### src/rtl/trap_sequencer.sv
// Trap/return sequencer for the multi-cycle RV32 core: prioritised interrupt and
// exception entry (mepc, mcause, mtvec dispatch) plus the mret return path.
module trap_sequencer #(
  parameter int NUM_IRQ   = 4,
  parameter int IRQ_CODE0 = 16,
  parameter bit VECTORED  = 1'b0
) (
  input  logic               clk,
  input  logic               reset,
  input  logic               boundary,
  input  logic [NUM_IRQ-1:0] irq_pending,
  input  logic [NUM_IRQ-1:0] irq_enable,
  input  logic               mie,
  input  logic               exc_req,
  input  logic [4:0]         exc_code,
  input  logic               mret,
  input  logic [31:0]        pc,
  input  logic [31:0]        mtvec,
  input  logic [31:0]        mepc,
  output logic               take_trap,
  output logic               busy,
  output logic               csr_we,
  output logic [11:0]        csr_addr,
  output logic [31:0]        csr_wdata,
  output logic               pc_load,
  output logic [31:0]        pc_next,
  output logic               mie_set,
  output logic               mie_reset
);

  localparam logic [11:0] CSR_MEPC   = 12'h341;
  localparam logic [11:0] CSR_MCAUSE = 12'h342;
  localparam logic [31:0] WORD_MASK  = 32'hFFFF_FFFC;

  typedef enum logic [2:0] {
    ST_IDLE,
    ST_SAVE_EPC,
    ST_SAVE_CAUSE,
    ST_JUMP,
    ST_RET
  } state_e;

  state_e      state_q, state_d;
  logic        is_irq_q, is_irq_d;
  logic [4:0]  code_q, code_d;
  logic [31:0] pc_q, pc_d;

  logic [NUM_IRQ-1:0] irq_masked;
  logic               irq_any;
  logic [4:0]         irq_code;
  logic               trap_now;
  logic [31:0]        trap_base;

  // Priority encoder: scanning downwards leaves the lowest enabled index in irq_code.
  always_comb begin
    irq_masked = irq_pending & irq_enable;
    irq_any    = mie & (|irq_masked);
    irq_code   = '0;
    for (int i = NUM_IRQ - 1; i >= 0; i--) begin
      if (irq_masked[i]) irq_code = 5'(IRQ_CODE0 + i);
    end
  end

  // Reset gates the request so a sequence cannot start in the cycle it is aborted.
  assign trap_now  = !reset && (state_q == ST_IDLE) && boundary && (exc_req || irq_any);
  assign take_trap = trap_now;
  assign trap_base = mtvec & WORD_MASK;

  always_comb begin
    // NOTE: every signal written here gets a default first, so no path can
    // leave one unassigned and infer a latch.
    state_d   = state_q;
    is_irq_d  = is_irq_q;
    code_d    = code_q;
    pc_d      = pc_q;
    busy      = 1'b0;
    csr_we    = 1'b0;
    csr_addr  = '0;
    csr_wdata = '0;
    pc_load   = 1'b0;
    pc_next   = '0;
    mie_set   = 1'b0;
    mie_reset = 1'b0;

    unique case (state_q)
      ST_IDLE: begin
        if (trap_now) begin
          is_irq_d  = !exc_req;
          code_d    = exc_req ? exc_code : irq_code;
          pc_d      = pc & WORD_MASK;
          mie_reset = 1'b1;
          state_d   = ST_SAVE_EPC;
        end else if (mret) begin
          state_d = ST_RET;
        end
      end
      ST_SAVE_EPC: begin
        busy      = 1'b1;
        csr_we    = 1'b1;
        csr_addr  = CSR_MEPC;
        csr_wdata = pc_q;
        state_d   = ST_SAVE_CAUSE;
      end
      ST_SAVE_CAUSE: begin
        busy      = 1'b1;
        csr_we    = 1'b1;
        csr_addr  = CSR_MCAUSE;
        csr_wdata = {is_irq_q, 26'b0, code_q};
        state_d   = ST_JUMP;
      end
      ST_JUMP: begin
        busy    = 1'b1;
        pc_load = 1'b1;
        if (VECTORED && is_irq_q) pc_next = trap_base + {25'b0, code_q, 2'b00};
        else                      pc_next = trap_base;
        state_d = ST_IDLE;
      end
      ST_RET: begin
        busy    = 1'b1;
        pc_load = 1'b1;
        pc_next = mepc & WORD_MASK;
        mie_set = 1'b1;
        state_d = ST_IDLE;
      end
      default: state_d = ST_IDLE;
    endcase

    // An aborted sequence must not complete its pending CSR or PC write.
    if (reset) begin
      busy      = 1'b0;
      csr_we    = 1'b0;
      csr_addr  = '0;
      csr_wdata = '0;
      pc_load   = 1'b0;
      pc_next   = '0;
      mie_set   = 1'b0;
      mie_reset = 1'b0;
    end
  end

  always_ff @(posedge clk) begin
    // NOTE: non-blocking assignments keep every flop sampling pre-edge values.
    if (reset) begin
      state_q  <= ST_IDLE;
      is_irq_q <= 1'b0;
      code_q   <= '0;
      pc_q     <= '0;
    end else begin
      state_q  <= state_d;
      is_irq_q <= is_irq_d;
      code_q   <= code_d;
      pc_q     <= pc_d;
    end
  end

endmodule

### config.mk
export PLATFORM = sky130hd
export DESIGN_NAME = trap_sequencer
export DESIGN_NICKNAME = d
export VERILOG_FILES = /design/src/rtl/trap_sequencer.sv
export SDC_FILE = /design/constraint.sdc
export NUM_CORES = 1
export LEC_CHECK = 0
export CAP_MARGIN = 20
export CORE_UTILIZATION = 25
export CTS_BUF_LIST = sky130_fd_sc_hd__clkbuf_8
export DETAILED_ROUTE_END_ITERATION = 16
export HOLD_SLACK_MARGIN = 0.02
export PLACE_DENSITY = 0.69
export SLEW_MARGIN = 20
export SYNTH_ARGS = -nofsm -noshare
export SYNTH_HDL_FRONTEND = slang
export SYNTH_SLANG_ARGS = --single-unit
### constraint.sdc
create_clock -name clk -period 2 [get_ports clk]
set_input_delay 0.2 -clock clk [delete_from_list [all_inputs] [get_ports clk]]
set_output_delay 0.2 -clock clk [all_outputs]
set_load 0.05 [all_outputs]
# After elaboration in Yosys (flattened, before gate mapping)
# Cells that the tools add are included.
[op_classes]
n_eq_ne = 5
n_mux = 25
bitwise = 2
reduce_logical = 12
[ops]
columns = ["cell", "count"]
rows = [
  ["$pmux W32 S2", 2],
  ["$mux W32", 2],
  ["$mux W5", 5],
  ["$pmux W10 S2", 1],
  ["$mux W12", 1],
  ["$mux W1", 11],
  ["$pmux W3 S3", 1],
  ["$reduce_or A4 Y1", 2],
  ["$eq A3 B2 Y1 const B", 2],
  ["$mux W3", 2],
  ["$and A4 B4 Y4", 1],
  ["$reduce_or A2 Y1", 2],
  ["$eq A3 B1 Y1 const B", 1],
  ["$eq A3 B3 Y1 const B", 1],
  ["$logic_and A1 B1 Y1", 3],
  ["$logic_not A3 Y1", 1],
  ["$ne A3 B3 Y1 const B", 1],
  ["$logic_not A1 Y1", 2],
  ["$reduce_and A2 Y1", 1],
  ["$and A1 B1 Y1", 1],
  ["$logic_or A1 B1 Y1", 1],
]
[word_totals]
register_bits = 39
elab_cells = 48

# Logic depth before layout (Yosys ltp)
[logic_depth]
depth_word = 8
ltp_mapped = 8
mapped_depth_nobuf = 5

# Worst setup path after synthesis
# OpenSTA, ideal clock, no wires.
[synth_path]
kind = "register to output"
start = "register state_q[1]"
end = "output busy"
arrival_time_ps = 2417
required_time_ps = 1800
path_slack_ps = -617
stages_incl_launch_ff = 4
n_path_buf = 0
cell_sequence = "dfxtp_1 -> nor4b_2 -> or2_2 -> or2_2"
[synth_via]
elab_chain_cells = 4
[synth_lines]
columns = ["element", "line_no", "text"]
rows = [
  ["start: declaration", "43", "state_e state_q, state_d;"],
  ["start signal: assignment", "149", "state_q <= state_d;"],
  ["$eq A3 B2 Y1 (tied with other cells)", "85", "unique case (state_q)"],
  ["$reduce_or A4 Y1 (no source line) *", "--", ""],
  ["$mux W1 *", "85", ""],
  ["$mux W1 *", "129", "if (reset) begin"],
  ["end: declaration", "21", "output logic busy,"],
]
# Mark *: on every way between the ends. The rest lies on a longest branch, timed or not.

# Worst setup path in the final report
[layout_path]
start = "register state_q[0]"
end = "output mie_reset"
[layout_via]
elab_chain_cells = 7
[layout_lines]
columns = ["element", "line_no", "text"]
rows = [
  ["$logic_not A3 Y1 *", "65, 85", ""],
  ["$logic_and A1 B1 Y1 (3 in series)", "65", "assign trap_now = !reset && (state_q == ST_IDLE) && boundary && (exc_req || irq_any);"],
  ["$mux W1", "87", "if (trap_now) begin"],
  ["$mux W1 *", "85", ""],
  ["$mux W1 *", "129", ""],
  ["end: declaration", "28", "output logic mie_reset"],
]
# Marks and branches as above.

==> PnR_summary.wiki <==
{| class="wikitable"
! Metric !! Value
|-
| Count of routing violations after the opening detailed-route iteration || 59
|-
| Power share of the combinational group || 45.8%
|-
| Die area || between 9000 and 10000 µm²
|-
| Share of power burned in the clock network || 18.9%
|-
| Antenna Diode Count || 0
|-
| Internal power contribution || 1.710 mW
|-
| Number of warning messages in the yosys log || 0
|-
| CTS H-tree depth || 2
|-
| Final wirelength || 8.762 mm
|-
| Cell type of the slowest stage on the worst timing path || dfxtp_4
|-
| Pre-CTS setup slack || -0.06081 ns
|-
| Cell type with the largest total area after synthesis || dfxtp_1
|-
| Max-slew violations || 0
|-
| Hold-fix buffers at CTS || 0
|-
| Endpoint of the worst register-to-register path || pc_q[21]
|-
| Worst ir drop on vdd || 0.2865 mV
|-
| Root Buffer Master || clkbuf_8
|-
| Horizontal die dimension || between 90 and 100 µm
|-
| Post-synth top cells || 39 x dfxtp_1, 33 x a22o_1, 30 x and3_1, 30 x nor2b_1, 18 x mux2_2
|-
| Register-to-register setup slack || about 0.32 ns
|-
| Worst hold path cell count || 2
|-
| Library cells used by synthesis || 30
|-
| Core area || around 9000 µm²
|-
| Number of fill cells || ~750
|-
| Launch instance of the worst min-delay path || code_q[4]
|-
| Gate count after technology mapping || 235
|-
| Violations in the final reports || design-rule violations
|-
| Signal arrival time at the worst endpoint || about 1.7 ns
|-
| Max Cap Violations || 0
|-
| Clock Skew || roughly 0.009 ns
|-
| Largest stage delay on the critical path || 0.37 ns
|-
| Leading cell type by number of instances after synthesis || dfxtp_1
|-
| Launch instance of the worst register-to-register path || state_q[0]
|-
| Worst Setup Path Type || reg -> out
|-
| Via-to-Cell Ratio || roughly 4.7
|-
| Number of I/O pins || ~200
|-
| Crit end category || output port
|-
| Cell family contributing the most delay on the critical path || simple AND/OR/NAND/NOR gates
|-
| Setup-violating endpoint count in the final report || 0
|-
| Maximum number of pins on one net before global-route repair || 31
|-
| Placed wire-length estimate after detailed placement || 6.909 mm
|-
| Effective utilization at floorplan || a little over a quarter
|-
| Proportion of register bits with asynchronous set or reset after synthesis || 0%
|-
| Mean Syn Cell Area || 9.813 µm²
|-
| Seq cells post-synth || 39
|-
| Placement Rows || 34
|-
| Min cycle time layout || roughly 1.9 ns
|-
| Worst Reg2Reg Path Length in Cells || 5
|-
| Part of the power in registers || about a third
|-
| Number of nets with antenna violations after detailed routing || 0
|-
| Number of flops mapped to enable cells by yosys || 0
|-
| Vias in the first global route || between 2000 and 3000
|-
| Final hold violations || 0
|-
| TritonCTS buffer count || 5
|-
| Worst Hold Margin || 0.4727 ns
|-
| First-pass GRT wire length || 13.67 mm
|-
| Switching power as a share of total power || between 30% and 40%
|-
| Nets || between 500 and 600
|-
| GRT Util Overall || 18.06%
|-
| Maximum operating frequency || approximately 510 MHz
|-
| Category of the worst setup path launch point || register
|-
| PwrDens || between 500 and 600 nW/µm²
|-
| Total via count after detailed routing || 2472
|-
| Multi-input gate area in the final layout || approximately 1400 µm²
|-
| Synth-to-layout area growth || 115.4%
|-
| Routed wire per std cell || 16.72 µm
|-
| Sinks on Clock Net || 39
|-
| Clock insertion delay at the later pin of the skew report || 0.28 ns
|-
| Pleak || 2.174 nW
|-
| Sequential cell area || slightly below 800 µm²
|-
| Number of buffer and inverter instances along the worst setup path || 3
|-
| Proportion of synthesized chip area in sequential cells || ~34%
|-
| TritonCTS clock tree || yes
|-
| Total net switching power || about 870 µW
|-
| Antenna violations before repair || 0
|-
| Final cycle utilization of the critical path || between 90% and 100%
|-
| Prevailing post-synth register cell || dfxtp_1
|-
| Run status || complete, but fails checks
|-
| Largest cells by area after synthesis || dfxtp_1 34%, a22o_1 13%, mux2_2 8.8%, and3_1 8.1%, nor2b_1 8.1%
|-
| Buffers from clock root to sink, at most || 2
|-
| Final estimated routing congestion in global placement || ~0.73
|-
| Mapped Area || 2306 µm²
|-
| Class of the worst hold path || reg -> reg
|-
| Largest driver fanout on the critical path || 7
|-
| Total overflow reported by the global router || 0
|-
| First drt pass iteration count || 10
|-
| Number of buffers inserted by port buffering || 181
|-
| Critical path required time || between 1.5 and 2 ns
|-
| Vert. Die Dim || slightly below 100 µm
|-
| Layout cell share with drive strength beyond 1 || 33.65%
|-
| CTS clock-pin slew for the worst setup and hold paths || about 0.070 ns
|-
| DRC violations left || 18
|-
| Min setup slack post-route || approximately 0.058 ns
|-
| Proportion of netlist area held by the largest area contributor || about a third
|-
| Sequence of cells on the critical path || nor4_4, and3_1, a31oi_4, buf_6, inv_1, buf_4
|-
| End point of the most critical hold path || code_q[4]
|}
## power groups by stage
stage	Combinational, mW	Clock, mW	Sequential (mW)
after floorplan	0.644	0	0.911
after global placement	1.16	0	0.920
after detailed placement	1.18	0	0.924
after CTS	1.19	0.512	0.911
after global routing	1.25	0.532	0.922
final	1.18	0.488	0.911
## how the worst max path moves through the flow
stage,from,to,slack (ns),cells after the start
floorplan,reset,busy,-0.08,4
global placement,irq_pending[2],pc_q[18],-0.04,6
detailed placement,irq_pending[2],pc_q[11],-0.06,6
CTS,state_q[0],mie_reset,0.01,6
global route,state_q[0],mie_reset,-0.009,6
finish,state_q[0],mie_reset,0.06,6
## per-layer routing
metal	vias to the layer above	GRT usage, %	share of wire, %
li1	1194	-	-
met1	1158	19.76	37
met2	111	34.07	53
met3	9	5.011	8.5
met4	0	4.429	1.5
met5	-	0	0
## through the flow
stage	instances	TNS (ns)	utilization (%)	total power, mW	cell area [µm²]
final	524	0	56.41	2.582	4967
after global routing	524	-0.009236	56.41	2.702	4967
after CTS	523	0	56.14	2.609	4943
after detailed placement	517	-0.9887	55.10	2.102	4852
after global placement	517	-0.5550	55.10	2.082	4852
after floorplan	243	-0.1021	-	1.555	2350
## worst reg2reg max path: stages (launching register included)
cell     delay [ns]
dfxtp_4        0.37
nor4_4         0.34
and3_1         0.27
a31oi_4        0.07
buf_12         0.21
mux2_4         0.32
## layout by cell type, fill, tap and decap left out, types with 2 or more instances in the layout
master and count:
inv_1 3, mux2_2 18, and3_1 30, mux2i_1 2
a22o_1 33, a21oi_1 2, and2_1 2, conb_1 9
or2_2 3, nor2_1 2, clkbuf_8 5, buf_6 3
mux2_4 12, clkdlybuf4s50_1 107, dfxtp_4 3, nor2b_1 30
buf_4 26, dfxtp_1 36, a22oi_1 2, nand2_1 4
buf_12 63, a32o_1 7
## kinds of logic after synthesis
| kind of cell | share of synthesized area, % |
|---|---|
| flops | 33.86 |
| mux | 17.47 |
| compound gates | 17.80 |
| buf+inv | 9.007 |
| other cells | 0.1626 |
| simple gates | 21.70 |
## what timing repair did
action | in CTS | in global routing
setup endpoints to repair | 5 | 24
buffers inserted | 0 | 1
pin swaps | 0 | 2
resized for setup | 6 | 6
## layout make-up
class / instances / area share, %
Multi-Input combinational cell: 168 / 27.83
Tap cell: 108 / 2.720
Inverter: 3 / 0.2267
Clock inverter: 1 / 0.1511
Clock buffer: 5 / 1.385
Timing Repair Buffer: 200 / 51.74
Sequential cell: 39 / 15.94
## flip-flops by register name, summed over array words and instances, names as in the netlist
register,cells
pc_q,30
code_q,5
state_q,3
is_irq_q,1
(Power assumes the default switching activity.)
==> variant: new RTL, config.mk and constraints unchanged <==
`IRQ_CODE0`: 16 -> 12.
--- a/src/rtl/trap_sequencer.sv
+++ b/src/rtl/trap_sequencer.sv
@@ -4,3 +4,3 @@
   parameter int NUM_IRQ   = 4,
-  parameter int IRQ_CODE0 = 16,
+  parameter int IRQ_CODE0 = 12,
   parameter bit VECTORED  = 1'b0
Function: changed (Yosys sat finds a counterexample within 4 cycles, from zero or initial values and one cycle with reset high).
==> variant against the unedited design <==
Die area shrank 3.0%. Cell area grew 3.4%. Synthesized area shrank 3.0%. Sequential cell count is the same. Sequential share of layout area shrank 0.74 points. Wire length grew 4.8%. Non-clock buffer count grew 6. Worst setup slack gained 0.016 ns. Synthesized cell count grew 21%. Power shrank 9.1%. Critical endpoint unchanged. Largest cell class unchanged. Highest routed layer unchanged.
==> variant: results (changes against the unedited design) <==
Run status
  • Status: complete, no violations

Routing
  • Final wirelength: 9190 um (+4.8%)
  • DR pass1 iterations: 4 (-6)
  • Wire per inst: 16.0 um (-4.1%)
  • Vias per inst: 4.94 (+4.8%)
  • Initial drt markers: 90 (+53%)

Clock network
  • Root buf cell: clkbuf_8
  • CTS buffer count: 5 (unchanged)
  • Worst-case clock buffer depth: 2 (unchanged)
  • Clock-pin slew on the worst setup and hold paths: 0.08 ns
  • Skew-Pair Late Insertion Delay: 0.28 ns (about the same)
  • CTS H-tree lvls: 2 (unchanged)

Final layout
  • Layout cells sized above 1: 0.273 (-0.0634)
  • Nets@finish: 580 (+9.0%)
  • Antenna cell count: 0 (unchanged)
  • Biggest registers after layout: pc_q x30, code_q x5, state_q x3
  • Fillers: 730 (-2.8%)

Synth
  • Adder-cell area share of the yosys netlist: 0 (unchanged)
  • Synth cell count leaders: 39 x dfxtp_1, 33 x a21oi_1, 33 x a22o_1, 33 x nand3_1, 30 x o21ai_0
  • Post-Synth XOR/XNOR Area: 0.00392 (+0.00392)
  • Post-synthesis sequential area ratio: 0.349 (+0.0106)
  • Ys Warns: 0 (unchanged)
  • Ys async rst share: 0 (unchanged)
  • Syn avg cell area: 7.87 um2 (-20%)
  • Largest cells by area after synthesis: dfxtp_1 35%, a22o_1 13%, and2_1 7.8%
  • Distinct cells, synth: 35 (+17%)
  • Post-synthesis compound-gate area fraction: 0.314 (+0.137)
  • Post-synthesis mux area share: 0 (-0.175)

Setup path
  • CP max-delay cell: or4_4
  • Slowest cell delay on critical path: 0.55 ns (+0.18 ns)
  • CP Max Fanout: 4 (-3)
  • CP delay by family, top: simple AND/OR/NAND/NOR gates
  • Critical path arrival: 1.73 ns

Power and ir drop
  • LEAKAGE: 0.00197 uW (-9.5%)
  • Peak supply drop: 0.321 mV (+12%)

Placement
  • Port-buffer cells: 181 (unchanged)
  • DPL Wire Length: 7050 um (+2.1%)
  • GP Congestion: 0.861 (+18%)
  • # placed instances: 561 (+8.5%)

Global route
  • Antenna violations before repair: 0 (unchanged)
  • Pin count of the biggest net entering global routing: 34 (+9.7%)
  • Vias in the first global route: 2610 (+0.038%)
  • First-pass GRT wire length: 12800 um (-6.4%)
  • GRT Total Usage: 0.181 (+0.000408)

STA
  • Final Skew: 0.00385 ns (-0.00516 ns)

Min path
  • Hold Crit Class: input pin to flip-flop
## variant: worst paths after layout
path         cells after the start         to  slack [ns]  startpoint
max                              6  mie_reset        0.07  state_q[1]
min                              3   pc_q[22]        0.41       reset
max reg2reg                      6   pc_q[14]        0.13  state_q[1]
min reg2reg                      2  code_q[3]        0.46   code_q[3]
## variant: kinds of logic (layout without fill, tap and decap cells)
logic type	Yosys count	in the layout
XOR/XNOR	1	1
other	1	9
flip-flops	39	39
buffers and inverters	43	216
AND/OR/NAND/NOR	94	94
AO/OA/AOI/OAI	106	106
## variant: through the flow
stage          total power [uW]   util  worst slack (ns)  cell area (um2)  hold WS [ns]
5_1_grt                    2460  0.592           0.00220             5130         0.413
6_report                   2350  0.592            0.0744             5130         0.411
3_5_place_dp               1710  0.568            0.0435             4930         0.451
2_1_floorplan              1260      -           -0.0589             2310         0.339
3_3_place_gp               1690  0.568             0.111             4930         0.443
4_1_cts                    2350  0.583        -0.0000907             5060         0.389
## variant: routing by layer
metal,vias to the layer above,GRT usage,wire [um]
met5,-,0,0
met4,0,0.0294,21
li1,1368,-,-
met1,1336,0.181,3160
met3,2,0.0657,1060
met2,126,0.359,4950
## variant: what timing repair did
action,CTS,global route
gates resized for setup,4,10
gates cloned,0,0
pin swaps,3,2
setup buffers,2,3
endpoints found under the setup margin,2,64
## variant: where the power goes
group | switching (uW) | leakage, uW | internal, uW
Combinational | 419 | 0.00160 | 457
Clock | 267 | 0.0000554 | 361
Sequential | 20.8 | 0.000318 | 823
## variant: layout make-up
type / instances / area, um2 / area share
clock inverters: 2 / 33.8 / 0.00658
clock buffers: 5 / 68.8 / 0.0134
repair buffers: 206 / 2760 / 0.537
inverters: 3 / 11.3 / 0.00219
well taps: 108 / 135 / 0.0263
multi-input cells: 210 / 1350 / 0.263
flip-flops and latches: 39 / 781 / 0.152
